===== config.mk =====
export PLATFORM = sky130hd
export DESIGN_NAME = pdm_capture_controller
export DESIGN_NICKNAME = d
export VERILOG_FILES = /design/src/rtl/pdm_capture_pkg.sv /design/src/rtl/pdm_capture_controller_word_fifo.sv /design/src/rtl/pdm_capture_controller.sv
export SDC_FILE = /design/constraint.sdc
export NUM_CORES = 1
export LEC_CHECK = 0
export CORE_UTILIZATION = 30
export DETAILED_ROUTE_END_ITERATION = 8
export GPL_TIMING_DRIVEN = 0
export PLACE_DENSITY_LB_ADDON = 0.3
export SYNTH_ARGS = -nofsm -noshare
export SYNTH_HDL_FRONTEND = slang
export SYNTH_SLANG_ARGS = --single-unit

===== constraint.sdc =====
create_clock -name clock_i -period 3.55 [get_ports clock_i]
set_input_delay 0.71 -clock clock_i [delete_from_list [all_inputs] [get_ports clock_i]]
set_output_delay 0.71 -clock clock_i [all_outputs]
set_load 0.005 [all_outputs]

===== src/rtl/pdm_capture_pkg.sv =====
// rtl/pdm_capture_pkg.sv - shared types and defaults for the PDM capture controller
package pdm_capture_pkg;

    localparam int DEFAULT_WORD_LENGTH = 16;

    typedef enum logic [1:0] {
        IDLE    = 2'd0,
        CAPTURE = 2'd1,
        DRAIN   = 2'd2
    } capture_state_t;

endpackage


===== src/rtl/pdm_capture_controller_word_fifo.sv =====
// rtl/pdm_capture_controller_word_fifo.sv - word FIFO, no fall-through, flushable
// Ports: clock_i/reset_ni; push_i+data_i write; pop_i reads head data_o;
//        flush_i empties at once; full_o/empty_o status.
module word_fifo #(
    parameter int WIDTH = 16,
    parameter int DEPTH = 8
) (
    input  logic             clock_i,
    input  logic             reset_ni,
    input  logic             push_i,
    input  logic [WIDTH-1:0] data_i,
    input  logic             pop_i,
    input  logic             flush_i,
    output logic [WIDTH-1:0] data_o,
    output logic             full_o,
    output logic             empty_o
);

    localparam int AW = $clog2(DEPTH);

    logic [WIDTH-1:0] mem [DEPTH];
    logic [AW:0]      wr_ptr;
    logic [AW:0]      rd_ptr;
    logic             do_push;
    logic             do_pop;

    // Extra wrap bit distinguishes full (wrap differs) from empty (identical).
    assign empty_o = (wr_ptr == rd_ptr);
    assign full_o  = (wr_ptr[AW] != rd_ptr[AW]) &&
                     (wr_ptr[AW-1:0] == rd_ptr[AW-1:0]);

    // A push into a full FIFO is legal when the head leaves in the same cycle.
    assign do_push = push_i && (!full_o || pop_i);
    assign do_pop  = pop_i && !empty_o;

    always_ff @(posedge clock_i or negedge reset_ni) begin
        if (!reset_ni) begin
            wr_ptr <= '0;
            rd_ptr <= '0;
        end else if (flush_i) begin
            wr_ptr <= '0;
            rd_ptr <= '0;
        end else begin
            if (do_push) wr_ptr <= wr_ptr + 1'b1;
            if (do_pop)  rd_ptr <= rd_ptr + 1'b1;
        end
    end

    always_ff @(posedge clock_i) begin
        if (do_push && !flush_i) mem[wr_ptr[AW-1:0]] <= data_i;
    end

    // Memory is not reset; masking keeps the head at zero while nothing is stored.
    assign data_o = empty_o ? '0 : mem[rd_ptr[AW-1:0]];

endmodule


===== src/rtl/pdm_capture_controller.sv =====
// rtl/pdm_capture_controller.sv - sequences one PDM recording into a buffered word stream
// Ports: start_i/stop_i/length_i commands; busy_o/done_o/overflow_o/words_captured_o status;
//        deser_enable_o/deser_done_i/deser_data_i deserializer side;
//        data_o/valid_o/ready_i downstream stream.
module pdm_capture_controller
    import pdm_capture_pkg::*;
#(
    parameter int WORD_LENGTH = DEFAULT_WORD_LENGTH,
    parameter int FIFO_DEPTH  = 8,
    parameter int COUNT_WIDTH = 16
) (
    input  logic                   clock_i,
    input  logic                   reset_ni,
    input  logic                   start_i,
    input  logic                   stop_i,
    input  logic [COUNT_WIDTH-1:0] length_i,
    output logic                   busy_o,
    output logic                   done_o,
    output logic                   overflow_o,
    output logic [COUNT_WIDTH-1:0] words_captured_o,
    output logic                   deser_enable_o,
    input  logic                   deser_done_i,
    input  logic [WORD_LENGTH-1:0] deser_data_i,
    output logic [WORD_LENGTH-1:0] data_o,
    output logic                   valid_o,
    input  logic                   ready_i
);

    capture_state_t         state_q;
    capture_state_t         state_d;
    logic [COUNT_WIDTH-1:0] length_q;
    logic [COUNT_WIDTH-1:0] count_q;
    logic [COUNT_WIDTH-1:0] count_inc;
    logic                   overflow_q;
    logic                   done_q;
    logic                   fifo_full;
    logic                   fifo_empty;
    logic                   capture_evt;
    logic                   pop;
    logic                   push;
    logic                   drop;
    logic                   flush;
    logic                   start_acc;

    assign valid_o     = !fifo_empty;
    assign pop         = valid_o && ready_i;
    assign capture_evt = (state_q == CAPTURE) && deser_done_i;
    assign push        = capture_evt && (!fifo_full || pop);
    assign drop        = capture_evt && fifo_full && !pop;
    assign flush       = (state_q == DRAIN) && stop_i;
    assign start_acc   = (state_q == IDLE) && start_i;
    assign count_inc   = (count_q == '1) ? count_q : count_q + 1'b1;

    word_fifo #(
        .WIDTH (WORD_LENGTH),
        .DEPTH (FIFO_DEPTH)
    ) u_fifo (
        .clock_i  (clock_i),
        .reset_ni (reset_ni),
        .push_i   (push),
        .data_i   (deser_data_i),
        .pop_i    (pop),
        .flush_i  (flush),
        .data_o   (data_o),
        .full_o   (fifo_full),
        .empty_o  (fifo_empty)
    );

    always_ff @(posedge clock_i or negedge reset_ni) begin
        if (!reset_ni) begin
            state_q <= IDLE;
        end else begin
            state_q <= state_d;
        end
    end

    always_comb begin
        state_d = state_q;
        case (state_q)
            IDLE: begin
                if (start_i) state_d = CAPTURE;
            end
            CAPTURE: begin
                if (stop_i) begin
                    state_d = DRAIN;
                end else if (push && (length_q != '0) && (count_inc == length_q)) begin
                    state_d = DRAIN;
                end
            end
            DRAIN: begin
                // A stop flushes this cycle, so the FIFO is empty when IDLE is reached.
                if (stop_i || fifo_empty) state_d = IDLE;
            end
            default: state_d = IDLE;
        endcase
    end

    always_comb begin
        busy_o         = (state_q != IDLE);
        deser_enable_o = (state_q == CAPTURE);
    end

    // done_o is registered so it coincides with the first IDLE cycle, where busy_o is low.
    always_ff @(posedge clock_i or negedge reset_ni) begin
        if (!reset_ni) begin
            length_q   <= '0;
            count_q    <= '0;
            overflow_q <= 1'b0;
            done_q     <= 1'b0;
        end else begin
            done_q <= (state_q == DRAIN) && (state_d == IDLE);
            if (start_acc) begin
                length_q   <= length_i;
                count_q    <= '0;
                overflow_q <= 1'b0;
            end else begin
                if (push) count_q    <= count_inc;
                if (drop) overflow_q <= 1'b1;
            end
        end
    end

    assign done_o           = done_q;
    assign overflow_o       = overflow_q;
    assign words_captured_o = count_q;

endmodule


==> results of run 1 <==
-- per-layer routing --
metal | up-vias | wire length, µm | track usage, %
met5 | - | 0 | 0
li1 | 2159 | - | -
met3 | 19 | 613 | 2.68
met4 | 0 | 210 | 4.42
met1 | 2374 | 8280 | 19.0
met2 | 104 | 8310 | 22.6
-- final cells by class --
cell class / count / area, µm² / share of cell area (%)
Tap cell: 330 / 413 / 4.26
Multi-Input combinational cell: 296 / 2560 / 26.4
Timing Repair Buffer: 86 / 895 / 9.24
Inverter: 11 / 41.3 / 0.426
Clock buffer: 18 / 429 / 4.43
Clock inverter: 14 / 198 / 2.04
Sequential cell: 172 / 4940 / 51.0
Buffer: 29 / 205 / 2.12
-- state kept, by name, summed over array words and instances (netlist names) --
signal,cells
length_q,16
state_q,2
u_fifo.wr_ptr,4
words_captured_o,16
u_fifo.mem,128
u_fifo.rd_ptr,4
overflow_o,1
done_o,1
-- worst max-delay path, delay by kind of cell (launching register included) --
kind / cells / cell delay, ps
buffers and inverters: 3 / 1010
multiplexers: 2 / 810
AND/OR/NAND/NOR: 1 / 70
flip-flops: 1 / 350
-- power breakdown --
part           internal [W]  total (W)  switching [W]
registers           0.00242    0.00263       0.000217
clock network       0.00108    0.00194       0.000853
logic               0.00131    0.00245        0.00114
total               0.00481    0.00702        0.00221
-- path summary, 6_finish.rpt --
path,start,endpoint,slack [ps],depth (start not counted)
setup / recovery,u_fifo.rd_ptr[0],data_o[9],180,6
hold / removal,reset_ni,words_captured_o[6],280,1
setup reg to reg,u_fifo.wr_ptr[0],u_fifo.mem[1][3],370,9
hold reg to reg,overflow_o,overflow_o,550,2
max in group asynchronous,reset_ni,overflow_o,2750,2
min in group clock_i,overflow_o,overflow_o,550,2
-- through the flow --
step | instance area, µm² | power (W)
2_1_floorplan | 7690 | 0.00408
3_3_place_gp | 8840 | 0.00504
3_5_place_dp | 9040 | 0.00514
4_1_cts | 9680 | 0.00710
5_1_grt | 9690 | 0.00742
6_report | 9690 | 0.00702
-- synth_stat cells (2+ instances only) --
cell type                  instances  area (µm²)
sky130_fd_sc_hd__edfxtp_1        128        3840
sky130_fd_sc_hd__nor2_1           48         180
sky130_fd_sc_hd__dfrtp_1          44        1100
sky130_fd_sc_hd__mux4_2           32         721
sky130_fd_sc_hd__nand2_1          26        97.6
sky130_fd_sc_hd__mux2i_1          22         220
sky130_fd_sc_hd__xnor2_1          20         175
sky130_fd_sc_hd__mux2_2           15         169
sky130_fd_sc_hd__clkbuf_1         12        45.0
sky130_fd_sc_hd__xor2_1           12         105
sky130_fd_sc_hd__a21oi_1          11        55.1
sky130_fd_sc_hd__inv_1            11        41.3
sky130_fd_sc_hd__nand4_1           9        56.3
sky130_fd_sc_hd__nor3_1            9        45.0
sky130_fd_sc_hd__nor4_1            9        56.3
sky130_fd_sc_hd__nand3_1           8        40.0
sky130_fd_sc_hd__buf_6             7        78.8
sky130_fd_sc_hd__buf_1             6        22.5
sky130_fd_sc_hd__and4_1            5        43.8
sky130_fd_sc_hd__o21ai_0           5        25.0
sky130_fd_sc_hd__a211oi_1          4        30.0
sky130_fd_sc_hd__a31oi_1           4        25.0
sky130_fd_sc_hd__nor2b_1           4        25.0
sky130_fd_sc_hd__a311oi_1          3        26.3
sky130_fd_sc_hd__and3_1            3        18.8
sky130_fd_sc_hd__buf_4             3        22.5
sky130_fd_sc_hd__ha_1              3        37.5
sky130_fd_sc_hd__nand2b_1          3        18.8
sky130_fd_sc_hd__a22oi_1           2        15.0
sky130_fd_sc_hd__and2_1            2        12.5
sky130_fd_sc_hd__buf_2             2        10.0
sky130_fd_sc_hd__nand3_2           2        20.0
sky130_fd_sc_hd__nor3b_1           2        15.0
sky130_fd_sc_hd__nor4b_1           2        17.5
sky130_fd_sc_hd__o22ai_1           2        12.5
sky130_fd_sc_hd__or2_2             2        12.5
sky130_fd_sc_hd__or3_1             2        12.5
sky130_fd_sc_hd__or4_1             2        15.0
-- kinds of logic after synthesis --
family	Yosys count	synth area share [%]
DFF	172	64.4
and+or+nand+nor	147	10.0
muxes	69	14.4
AOI/OAI and AO/OA	45	4.07
buffers and inverters	42	2.93
xor gates and xnor gates	32	3.65
adders and majority gates	3	0.489
==> results.md, run 1 <==
| Step | Result | Value |
|---|---|---|
| run status | Result of the run | complete, no violations |
| cts | Count of H-tree levels built during CTS | 4 |
| floorplanning | Total core area | 25200 µm² |
| global route | Antenna violations before repair | 0 |
| cells and area | Ant diodes | 0 |
| yosys | Summed instance area of the synthesized netlist | 7680 µm² |
| cts | TritonCTS clock tree | built |
| cts | CTS Hold Bufs | 0 |
| detailed routing | DRC violation count after routing | 0 |
| detailed routing | Number of nets with antenna violations after detailed routing | 0 |
| timing | Final count of hold timing violations | 0 |
| worst setup path | Slowest cell on the critical path | sky130_fd_sc_hd__mux4_2 |
| cts | Buffers inserted by post-CTS timing repair | 0 |
| timing | Sum of negative setup slack | 0 ps |
| timing | Final Worst Setup Slack | 179 ps |
| timing | Slew of the pin with the lowest slew margin | 921 ps |
| timing | Crit path time final | 3370 ps |
| cts | Buffers from clock root to sink, at most | 2 |
| worst setup path | CP arrival | 2660 ps |
| floorplanning | Die X | 162 µm |
| placed design | Post-Place Worst Slack | -89.1 ps |
| timing | Worst slew slack as a fraction of its limit | 38.1% |
| yosys | Net count after synthesis | 551 |
| placed design | Total half-perimeter wirelength after legalization and detailed placement | 12400 µm |
| global route | Number of global-route vias before repair | 4815 |
| yosys | Top FF cell, synth | sky130_fd_sc_hd__edfxtp_1 |
| timing | Count of final setup violators | 0 |
| floorplanning | Die boundary height | 162 µm |
| cells and area | Commonest non-fill, non-tap cell in the layout | sky130_fd_sc_hd__edfxtp_1 |
| global route | Largest net degree at the start of global routing | 25 |
| yosys | Post-Syn Area per Cell | 15.1 µm² |
| worst setup path | Delay of the slowest cell on the worst path | 520 ps |
| pwr | Reported leakage power | 3.36 nW |
| global route | Wire length of the first global-routing pass | 27400 µm |
| yosys | Number of synthesized flops with an enable pin | 128 |
| detailed routing | Drt first pass iters | 5 |
| worst setup path | Data required time of the critical path | 2840 ps |
| placed design | # port buffers | 74 |
| worst setup path | Maximum fanout along the worst path | 10 |
| yosys | Cells after Synth | 510 |
| placed design | Number of cells after detailed placement | 926 |
| cells and area | Share of layout cells above drive strength 1 | 21.7% |
| cts | CTS Buf Count | 17 |
| floorplanning | Area of the die | 26200 µm² |
| worst setup path | Type of the setup path with the least slack | register to primary output |
| cells and area | Fillers | 2338 |
| cts | Post-CTS Resized | 16 |
| detailed routing | Average wire per standard cell | 18.2 µm |
| timing | Share of the cycle needed by the critical path after routing | 94.9% |
| timing | Upper clock frequency limit | 297 MHz |
| yosys | Number of library cell types mapped by synthesis | 62 |
| timing | Fin. max-slew vios | 0 |
| yosys | Number of register bits inferred by synthesis | 172 |
| worst setup path | CP endpoint kind | primary output |
| cells and area | Commonest non-fill, non-tap cells in the layout | sky130_fd_sc_hd__edfxtp_1 (128), sky130_fd_sc_hd__clkdlybuf4s50_1 (73), sky130_fd_sc_hd__nor2_1 (47) |
| pwr | Maximum resistive drop on vdd | 0.000353 V |
| run | MaxCap Viol Count | 0 |
| cts | Later-pin clock latency in the skew report | 430 ps |
| worst setup path | Critical path cell sequence | buf_2 > buf_4 > mux4_2 > mux2i_1 > nor2_1 > clkdlybuf4s50_1 |
| worst hold path | Class of the tightest hold or removal check | primary input to asynchronous set/reset pin |
| worst setup path | Category of the worst setup path launch point | register |
| floorplanning | Core Rows | 58 |
| cells and area | Final core utilization | 38.5% |
| cells and area | # nets final | 654 |
| timing | Worst clock skew | 14.2 ps |
| yosys | Total number of yosys warnings | 0 |
| detailed routing | Routed vias | 4656 |
| detailed routing | DRC marker count from the first detailed-route iteration | 308 |
| detailed routing | Average via count per standard cell | 4.87 |
| yosys | Async set-reset flop share out of synthesis | 25.6% |
| global route | GRT overflow | 0 |
| floorplanning | Effective utilization at floorplan | 30.5% |
| placed design | RePlAce Congestion | 0.848 |
| cells and area | Area growth from synthesis to final layout | 26.1% |
| pwr | Total power density per cell area | 725 nW/µm² |
| timing | Unrepaired setup endpoints after global routing | no |
| cts | Clock root buffer master | sky130_fd_sc_hd__clkbuf_16 |
| timing | Post-Route Hold Slack | 278 ps |
| global route | Overall routing resource usage | 14.0% |
| cts | Clock tree sinks | 172 |
| cts | CTS clock-pin slew for the worst setup and hold paths | 70 ps |
| detailed routing | Sum of routed wire length over all layers | 17400 µm |
| floorplanning | Num ports | 75 |
| yosys | Post-synthesis sequential area ratio | 64.4% |
| cells and area | Non-filler instance count after layout | 956 |
No activity file was read; power rests on OpenSTA's default activity.
==> run 2: changes to the inputs <==
GPL_ROUTABILITY_DRIVEN = 1   (was default)
==> results of run 2 <==
Same layout as run 1: the final DEF is identical, and so are final timing and power.
